$ cat src/rtl/aftab_gpio_pkg.sv
// aftab_gpio_pkg
//   Shared definitions for the AFTAB GPIO bank: register map offsets,
//   register index values (offset / 4), the bus FSM state type and the
//   ready-latency counter width.
//   No ports.
package aftab_gpio_pkg;

   localparam int CNT_W = 4;

   localparam logic [31:0] OFF_IN   = 32'h00;
   localparam logic [31:0] OFF_OUT  = 32'h04;
   localparam logic [31:0] OFF_IE   = 32'h08;
   localparam logic [31:0] OFF_MODE = 32'h0C;
   localparam logic [31:0] OFF_IP   = 32'h10;
   localparam logic [31:0] MAP_SIZE = 32'h14;

   // Register index as carried from the bus FSM to the register file.
   localparam logic [2:0] IDX_IN   = OFF_IN[4:2];
   localparam logic [2:0] IDX_OUT  = OFF_OUT[4:2];
   localparam logic [2:0] IDX_IE   = OFF_IE[4:2];
   localparam logic [2:0] IDX_MODE = OFF_MODE[4:2];
   localparam logic [2:0] IDX_IP   = OFF_IP[4:2];

   typedef enum logic [1:0] {
      IDLE = 2'd0,
      WAIT = 2'd1,
      ACK  = 2'd2,
      DONE = 2'd3
   } gpio_state_e;

endpackage

$ cat src/rtl/aftab_gpio_bus_fsm.sv
// aftab_gpio_bus_fsm
//   Address decode, ready-latency counter and bus handshake FSM.
//   Handshake: readmem/writemem are held by the core until memDataReady.
//   A selected request seen in IDLE is captured (direction, register index,
//   lane); after READY_LATENCY edges the FSM sits one cycle in ACK, which is
//   the single cycle where commit=1 (memDataReady). DONE then waits for both
//   requests to drop so a held request is never serviced twice. Dropping the
//   request while in WAIT aborts the access with no commit.
// Ports:
//   clk, rst          clock, asynchronous active-low reset
//   readmem, writemem core requests (write wins if both high)
//   addressBus        byte address
//   commit            one-cycle strobe in the ACK cycle
//   is_write          captured direction of the current access
//   reg_idx, lane     captured register index and byte lane
//   state             current FSM state (debug)
module aftab_gpio_bus_fsm
   import aftab_gpio_pkg::*;
#(
   parameter logic [31:0] BASE_ADDR     = 32'h0000_2000,
   parameter int          READY_LATENCY = 1
) (
   input  logic        clk,
   input  logic        rst,
   input  logic        readmem,
   input  logic        writemem,
   input  logic [31:0] addressBus,
   output logic        commit,
   output logic        is_write,
   output logic [2:0]  reg_idx,
   output logic [1:0]  lane,
   output gpio_state_e state
);

   gpio_state_e      state_q, state_d;
   logic [CNT_W-1:0] cnt_q, cnt_d;
   logic             wr_q, wr_d;
   logic [2:0]       idx_q, idx_d;
   logic [1:0]       lane_q, lane_d;

   logic [31:0] offset;
   logic        sel;
   logic        req;
   logic        unused_offset_bits;

   assign offset = addressBus - BASE_ADDR;
   assign sel    = (addressBus >= BASE_ADDR) && (offset < MAP_SIZE);
   assign req    = readmem || writemem;
   assign unused_offset_bits = ^offset[31:5];

   always_comb begin
      state_d = state_q;
      cnt_d   = cnt_q;
      wr_d    = wr_q;
      idx_d   = idx_q;
      lane_d  = lane_q;
      case (state_q)
         IDLE: begin
            if (sel && req) begin
               state_d = WAIT;
               cnt_d   = CNT_W'(READY_LATENCY - 1);
               wr_d    = writemem;
               idx_d   = offset[4:2];
               lane_d  = offset[1:0];
            end
         end
         WAIT: begin
            if (!req) begin
               state_d = IDLE;
            end else if (cnt_q == '0) begin
               state_d = ACK;
            end else begin
               cnt_d = cnt_q - CNT_W'(1);
            end
         end
         ACK: begin
            state_d = DONE;
         end
         DONE: begin
            if (!req) begin
               state_d = IDLE;
            end
         end
         default: begin
            state_d = IDLE;
         end
      endcase
   end

   always_ff @(posedge clk or negedge rst) begin
      if (!rst) begin
         state_q <= IDLE;
         cnt_q   <= '0;
         wr_q    <= 1'b0;
         idx_q   <= '0;
         lane_q  <= '0;
      end else begin
         state_q <= state_d;
         cnt_q   <= cnt_d;
         wr_q    <= wr_d;
         idx_q   <= idx_d;
         lane_q  <= lane_d;
      end
   end

   assign commit   = (state_q == ACK);
   assign is_write = wr_q;
   assign reg_idx  = idx_q;
   assign lane     = lane_q;
   assign state    = state_q;

endmodule

$ cat src/rtl/aftab_gpio_bank.sv
// aftab_gpio_bank
//   Memory-mapped GPIO bank: IN (captured on load_gpio), OUT, IE, MODE
//   (1=rising edge, 0=level) and IP (write-1-to-clear) registers, byte-wide
//   little-endian access, registered interrupt |(IP & IE).
// Ports:
//   clk, rst                 clock, asynchronous active-low reset
//   readmem, writemem        core requests, held until memDataReady
//   addressBus, dataBusIn    byte address and write byte
//   dataBusOut, memDataReady read byte (only in the ready cycle) and pulse
//   load_gpio, in_gpio       capture strobe and input pins
//   out_gpio                 OUT register
//   gpio_interrupt           registered interrupt request
//   dbg_state                bus FSM state (debug)
module aftab_gpio_bank
   import aftab_gpio_pkg::*;
#(
   parameter int               WIDTH         = 32,
   parameter logic [31:0]      BASE_ADDR     = 32'h0000_2000,
   parameter int               READY_LATENCY = 1,
   parameter logic [WIDTH-1:0] OUT_RESET     = '0
) (
   input  logic             clk,
   input  logic             rst,
   input  logic             readmem,
   input  logic             writemem,
   input  logic [31:0]      addressBus,
   input  logic [7:0]       dataBusIn,
   output logic [7:0]       dataBusOut,
   output logic             memDataReady,
   input  logic             load_gpio,
   input  logic [WIDTH-1:0] in_gpio,
   output logic [WIDTH-1:0] out_gpio,
   output logic             gpio_interrupt,
   output gpio_state_e      dbg_state
);

   localparam int NB = WIDTH / 8;

   logic       commit, is_write;
   logic [2:0] reg_idx;
   logic [1:0] lane;

   aftab_gpio_bus_fsm #(
      .BASE_ADDR     (BASE_ADDR),
      .READY_LATENCY (READY_LATENCY)
   ) u_bus_fsm (
      .clk        (clk),
      .rst        (rst),
      .readmem    (readmem),
      .writemem   (writemem),
      .addressBus (addressBus),
      .commit     (commit),
      .is_write   (is_write),
      .reg_idx    (reg_idx),
      .lane       (lane),
      .state      (dbg_state)
   );

   logic [WIDTH-1:0] in_q, in_d, in_prev_q, in_prev_d;
   logic [WIDTH-1:0] out_q, out_d, ie_q, ie_d, mode_q, mode_d, ip_q, ip_d;
   logic             irq_q, irq_d;

   logic [WIDTH-1:0] wr_mask, wr_data, w1c, hw_set;
   logic [31:0]      rd_word;
   logic             wr_en;

   // Read path uses current register values, so an IP read returns the
   // value before any update that happens in the same cycle.
   always_comb begin
      rd_word = '0;
      case (reg_idx)
         IDX_IN:   rd_word[WIDTH-1:0] = in_q;
         IDX_OUT:  rd_word[WIDTH-1:0] = out_q;
         IDX_IE:   rd_word[WIDTH-1:0] = ie_q;
         IDX_MODE: rd_word[WIDTH-1:0] = mode_q;
         IDX_IP:   rd_word[WIDTH-1:0] = ip_q;
         default:  rd_word = '0;
      endcase
   end

   assign dataBusOut   = (commit && !is_write) ? rd_word[{lane, 3'b000} +: 8] : 8'h00;
   assign memDataReady = commit;

   // Lanes at or above NB never get mask bits, so those writes drop out.
   always_comb begin
      wr_mask = '0;
      wr_data = '0;
      for (int b = 0; b < NB; b++) begin
         if (lane == 2'(b)) begin
            wr_mask[b*8 +: 8] = 8'hFF;
            wr_data[b*8 +: 8] = dataBusIn;
         end
      end
   end

   assign wr_en = commit && is_write;

   always_comb begin
      in_d      = load_gpio ? in_gpio : in_q;
      in_prev_d = in_q;
      out_d     = out_q;
      ie_d      = ie_q;
      mode_d    = mode_q;
      w1c       = '0;
      if (wr_en) begin
         case (reg_idx)
            IDX_OUT:  out_d  = (out_q  & ~wr_mask) | wr_data;
            IDX_IE:   ie_d   = (ie_q   & ~wr_mask) | wr_data;
            IDX_MODE: mode_d = (mode_q & ~wr_mask) | wr_data;
            IDX_IP:   w1c    = wr_data;
            default:  ;
         endcase
      end
      // Hardware set is OR-ed after the clear so a same-cycle set wins,
      // and a level input that stays high re-sets the bit every cycle.
      hw_set = (mode_q & in_q & ~in_prev_q) | (~mode_q & in_q);
      ip_d   = (ip_q & ~w1c) | hw_set;
      irq_d  = |(ip_q & ie_q);
   end

   always_ff @(posedge clk or negedge rst) begin
      if (!rst) begin
         in_q      <= '0;
         in_prev_q <= '0;
         out_q     <= OUT_RESET;
         ie_q      <= '0;
         mode_q    <= '0;
         ip_q      <= '0;
         irq_q     <= 1'b0;
      end else begin
         in_q      <= in_d;
         in_prev_q <= in_prev_d;
         out_q     <= out_d;
         ie_q      <= ie_d;
         mode_q    <= mode_d;
         ip_q      <= ip_d;
         irq_q     <= irq_d;
      end
   end

   assign out_gpio       = out_q;
   assign gpio_interrupt = irq_q;

endmodule

$ cat config.mk
export PLATFORM = sky130hd
export DESIGN_NAME = aftab_gpio_bank
export DESIGN_NICKNAME = d
export VERILOG_FILES = /design/src/rtl/aftab_gpio_pkg.sv /design/src/rtl/aftab_gpio_bus_fsm.sv /design/src/rtl/aftab_gpio_bank.sv
export SDC_FILE = /design/constraint.sdc
export NUM_CORES = 1
export LEC_CHECK = 0
export BUFFER_PORTS_ARGS = -buffer_cell sky130_fd_sc_hd__buf_4
export CAP_MARGIN = 25
export CORE_MARGIN = 3
export CORE_UTILIZATION = 50
export CTS_BUF_LIST = sky130_fd_sc_hd__clkbuf_16
export DETAILED_ROUTE_END_ITERATION = 12
export PLACE_DENSITY = 0.73
export SETUP_SLACK_MARGIN = 0.1
export SLEW_MARGIN = 20
export SYNTH_ARGS = -nofsm -noshare
export SYNTH_HDL_FRONTEND = slang
export SYNTH_SLANG_ARGS = --single-unit
export TNS_END_PERCENT = 30
$ cat constraint.sdc
create_clock -name clk -period 1.95 [get_ports clk]
set_input_delay 0.0975 -clock clk [delete_from_list [all_inputs] [get_ports clk]]
set_output_delay 0.0975 -clock clk [all_outputs]
set_load 0.005 [all_outputs]
Word level (Yosys, flattened, before mapping)

Index checks and enable logic that the tools add are counted.

Bitwise operators: 17
Multiplexer cells: 21
Shift operators: 1
Magnitude comparators: 2
Equality and inequality tests: 15
Reductions and logical operators: 18
Add/sub/neg operators: 2

Operator list:

| cell                                                         | count |
|---|---|
| bitwise AND 32 bit                                           | 8 |
| bitwise OR 32 bit                                            | 5 |
| one-hot mux 32 bit (5 select lines)                          | 1 |
| NOT 32 bit                                                   | 4 |
| two-way mux 8 bit                                            | 9 |
| two-way mux 32 bit                                           | 2 |
| >= comparator 32 x 14 -> 1 bit (second input constant)       | 1 |
| less-than comparator 32 x 5 -> 1 bit (second input constant) | 1 |
| OR reduction 32 bit                                          | 1 |
| indexed part select 32 x 6 -> 8 bit                          | 1 |
| subtractor 32 x 14 -> 32 bit (second input constant)         | 1 |
| two-way mux 4 bit                                            | 3 |
| == test 2 bit (second input constant)                        | 4 |
| two-way mux 2 bit                                            | 4 |
| one-hot mux 2 bit (4 select lines)                           | 1 |
| one-hot mux 4 bit (2 select lines)                           | 1 |
| AND reduction 2 bit                                          | 4 |
| == test 3 x 2 -> 1 bit (second input constant)               | 2 |
| == test 2 x 1 -> 1 bit (second input constant)               | 2 |
| logical AND 1 bit                                            | 4 |
| zero test 2 bit                                              | 2 |
| zero test 4 bit                                              | 1 |
| != test 2 x 1 -> 1 bit (second input constant)               | 2 |
| != test 2 bit (second input constant)                        | 2 |
| other kinds (10)                                             | 10 |

Register bits: 205
Logic and storage cells: 88

Longest topological paths before layout

Word-level depth: 7
Gate-level depth with buffers: 9
Gate-level depth less buffers: 8

Hierarchy

From an unflattened synthesis, not the netlist that was laid out.

Cells, all modules: 800
Area, all modules: 9751.9 um^2

By module, submodules not included:

| module             | area an instance (um^2) | cells each | times used |
|---|---|---|---|
| aftab_gpio_bank    | 8864.8                  | 705        | 1 |
| aftab_gpio_bus_fsm | 887.1                   | 95         | 1 |

Least setup slack after synthesis

Ideal clock, no wire load.

Kind: input to register
Start: in addressBus[13]
End: reg u_bus_fsm.wr_q, in the netlist u_bus_fsm.is_write
Path slack: -0.329 ns
Cell stages on the path: 8
Required time: 1.825 ns
Library setup time: 0.125 ns
Buffers on the path: 0
Data arrival time: 2.154 ns
Cell sequence: inv_1 > ha_1 > or4b_4 > nor4_1 > xnor2_1 > nand2_1 > nor4_4 > mux2_2

Longest elaborated chain between the ends: 5
Elaborated cells between the ends (all ways): 6
Those cells by class: 1 x add/sub; 2 x order compare; 3 x reduce/logical

Ends and longest elaborated chain:

| element                                  | line                      | text |
|---|---|---|
| start, declared                          | aftab_gpio_bank.sv:26     | `input logic [31:0] addressBus,` |
| subtractor 32 x 14 -> 32 bit             | aftab_gpio_bus_fsm.sv:46  | `assign offset = addressBus - BASE_ADDR;` |
| less-than comparator 32 x 5 -> 1 bit     | aftab_gpio_bus_fsm.sv:47  | `assign sel = (addressBus >= BASE_ADDR) && (offset < MAP_SIZE);` |
| logical AND 1 bit (*)                    | aftab_gpio_bus_fsm.sv:47  |  |
| logical AND 1 bit (*)                    | aftab_gpio_bus_fsm.sv:59  | `if (sel && req) begin` |
| AND reduction 2 bit (no source line) (*) | -                         |  |
| end signal, assigned                     | aftab_gpio_bus_fsm.sv:100 | `wr_q <= wr_d;` |
| end, declared                            | aftab_gpio_bus_fsm.sv:37  | `logic wr_q, wr_d;` |

Mark *: on every way between the ends. The rest lies on a longest branch, timed or not.
A chain may end at the register's enable or synchronous reset.

Worst setup path in the final report

Start: reg u_bus_fsm.idx_q[1], in the netlist u_bus_fsm.reg_idx[1]
End: out dataBusOut[5]

Longest elaborated chain between the ends: 4
Elaborated cells between the ends (all ways): 8
Those cells by class: 4 x eq/ne; 1 x shift; 2 x mux; 1 x reduce/logical

Ends and longest elaborated chain:

| element                                 | line                      | text |
|---|---|---|
| start, declared                         | aftab_gpio_bus_fsm.sv:38  | `logic [2:0] idx_q, idx_d;` |
| start signal, assigned                  | aftab_gpio_bus_fsm.sv:101 | `idx_q <= idx_d;` |
| == test 3 bit (tied with other cells)   | aftab_gpio_bank.sv:71     | `case (reg_idx)` |
| one-hot mux 32 bit (5 select lines) (*) | aftab_gpio_bank.sv:71     |  |
| indexed part select 32 x 6 -> 8 bit (*) | aftab_gpio_bank.sv:81     | `assign dataBusOut = (commit && !is_write) ? rd_word[{lane, 3'b000} +: 8] : 8'h00;` |
| two-way mux 8 bit (*)                   | aftab_gpio_bank.sv:81     |  |
| end, declared                           | aftab_gpio_bank.sv:28     | `output logic [7:0] dataBusOut,` |

Marks and branches as above.

==> metrics.txt <==
cell count after synthesis 750; CTS clk-pin slew, worst paths about 60 ps; number of warnings issued by yosys 0; slew of the pin with the lowest slew margin 622 ps; crit path DAT between 2000 and 2500 ps; Final nets 1054; Slew headroom 0.585; Seq cells post-synth 205; worst-skew pair later-pin latency 500 ps; Starting DRT DRC Count 703; Startpoint Class flip-flop; Pwr Density 754 nW/um^2; area post-placement 11200 sq um; IO buf count 120; Max Freq 392 MHz; Crit path top cell by count nor2_2; Final Cell Area between 10000 and 15000 sq um; WL final 29800 microns; Final Max Tran Viols 0; synth unique cells 52; Syn Area/Cell 12.4 sq um; gp weighted congestion 1.08; Slowest-stage cell, CP dfrtp_2; commonest non-fill, non-tap cell in the layout dfrtp_1; crit-path max cell delay 510 ps; Tot GR Track Use 0.285; Max Cap Viol 0; minimum clock period 2550 ps; I/O Pins 121; die width 143 microns; leakage power 5.56 nW; CTS root buf clkbuf_16; EDFF count, synth 0; hpwl dp 19300 microns; layout cells sized above 1 0.484; CP Class flip-flop to output port; largest net degree at the start of global routing 68; Area Overhead vs Synth 41.7%; most frequent cells in the layout dfrtp_1 (202), buf_4 (163), mux2_2 (96); GRT Residual Overflow 0; DR DRC count 0; clock buffer depth 3; Die Y-Extent roughly 140 microns; row cnt slightly below 50; Final Hold Violating Endpoints 0; CTS sink cnt 205; antenna diode count 0; WL/cell roughly 24 microns; async set or reset register ratio after synthesis 1.00; violated checks setup timing; Req. time, crit path approximately 1900 ps; RSZ-0062 raised after global routing yes; Max rail drop VDD 706 uV; htree depth 1; share of the yosys chip area belonging to registers 0.550; crit-path max FO 20; critical path's top delay family simple AND/OR/NAND/NOR gates; Setup Skew 9.80 ps; Setup violations, final 98; pre-CTS setup slack -359 ps; post-route insts no fill 1219; Top FF cell, synth dfrtp_1; CTS buffer count 23; Power Total ~10 mW; Via Count 7692; HP Class input port to flip-flop; setup slack after layout -602 ps; outcome complete, but fails checks; placed cells 1121; antenna violations before repair 0; Core Area 18100 sq um; Final ANT Viol Nets 0; Tcrit/Tclk final 1.31; first drt pass iteration count 5; worst path buffer plus inverter count 2; Via density 6.31; Post-Syn Nets 830; die area slightly above 20000 sq um; Initial Utilization 0.514; final core occ 0.729; first-pass GRT wire length 45300 microns; CTS tree done; Worst setup EP type output port; vias in the first global route slightly below 8000; Post-Syn Area about 9300 sq um; crit path cell chain nor3b_4 -> buf_12 -> o2bb2ai_1 -> a221oi_2 -> o22ai_1 -> nor2_2 -> nor2_2 -> buf_4
-- synthesized netlist by cell type, drive strengths merged (2+ instances only) --
| library cell | number | area [sq um] |
|---|---|---|
| dfrtp | 205 | 5130 |
| mux2 | 134 | 1510 |
| nand2 | 44 | 165 |
| nor2 | 40 | 160 |
| nand3 | 36 | 180 |
| a22o | 34 | 298 |
| mux2i | 33 | 330 |
| clkbuf | 31 | 116 |
| a221oi | 30 | 263 |
| o2bb2ai | 28 | 245 |
| o22ai | 16 | 100 |
| a22oi | 14 | 105 |
| buf | 13 | 73.8 |
| nor3 | 11 | 60.1 |
| a21oi | 7 | 35.0 |
| inv | 7 | 26.3 |
| nor4 | 7 | 58.8 |
| xnor2 | 7 | 61.3 |
| nand2b | 5 | 31.3 |
| or4 | 5 | 38.8 |
| nand4 | 4 | 25.0 |
| nor2b | 4 | 25.0 |
| ha | 3 | 37.5 |
| nor3b | 3 | 22.5 |
| o21ai | 3 | 15.0 |
| or3 | 3 | 18.8 |
| nand3b | 2 | 15.0 |
| nand4b | 2 | 17.5 |
| o211ai | 2 | 15.0 |
| o31ai | 2 | 15.0 |
| or4b | 2 | 23.8 |
| xor2 | 2 | 17.5 |
-- where the power goes --
group	internal [mW]	switching [mW]	total (mW)
Clock	2.28	1.71	3.99
Sequential	4.48	0.225	4.71
Combinational	0.656	0.617	1.27
Total	7.42	2.55	9.98
-- metal layers --
layer  global-route usage  share of wire
met5                    0              0
met3               0.0385          0.082
met2                0.472           0.49
met1                0.399           0.40
met4               0.0770          0.030
-- worst reg2reg max path, stage by stage, from the launching register on --
cell and delay [ps]:
dfrtp_2 520, inv_2 70, buf_4 130, buf_4 120, buf_4 140, nor3_4 450, nand2_2 280, mux2_2 330
-- worst paths after layout --
kind | start | endpoint | slack [ps] | depth (start not counted)
worst max register to register | u_bus_fsm.reg_idx[1]$_DFFE_PN0P_ | flip-flop | -210 | 7
max in group asynchronous | rst | asynchronous set/reset pin | 1110 | 3
worst min-delay path | dataBusIn[3] | flip-flop | 40 | 2
worst max-delay path | u_bus_fsm.reg_idx[1]$_DFFE_PN0P_ | dataBusOut[5] | -600 | 8
worst min register to register | in_prev_d[23]$_DFFE_PN0P_ | in_prev_q[23]$_DFF_PN0_ | 460 | 0
min in group asynchronous | rst | in_prev_q[29]$_DFF_PN0_ | 120 | 2
-- cells by family after synthesis --
family	Yosys count	share of synthesized area
adder cells (fa/ha/maj)	3	0.00402
AND/OR/NAND/NOR	171	0.0922
flip-flops	205	0.550
buffers and inverters	51	0.0232
XOR/XNOR	9	0.00845
multiplexers	168	0.199
AO/OA/AOI/OAI	143	0.123
-- cell type report --
type | instances | area, sq um
clock inverter | 18 | 118
clock buffer | 23 | 576
tap | 229 | 287
fill | 1153 | 4920
timing repair buffer | 243 | 2320
sequential | 205 | 5130
inverter | 7 | 43.8
multi-input combinational | 494 | 4750
-- metrics by stage --
stage / setup TNS, ps / hold WS (ps)
after floorplan: -1000 / -198
after global placement: -14680 / 78.6
after detailed placement: -13520 / 81.1
after CTS: -6120 / 21.4
after global routing: -18270 / 36.2
final: -12010 / 43.7
-- timing repair --
item                                    4_1_cts  5_1_grt
cloned                                        4        1
endpoints found under the setup margin      115      148
hold endpoints to repair                    133        0
hold buffers                                 40        0
resized for setup                            66       83
pin swaps                                    25       36
buffers inserted                              5        8
Power figures use the tool's default switching activity.
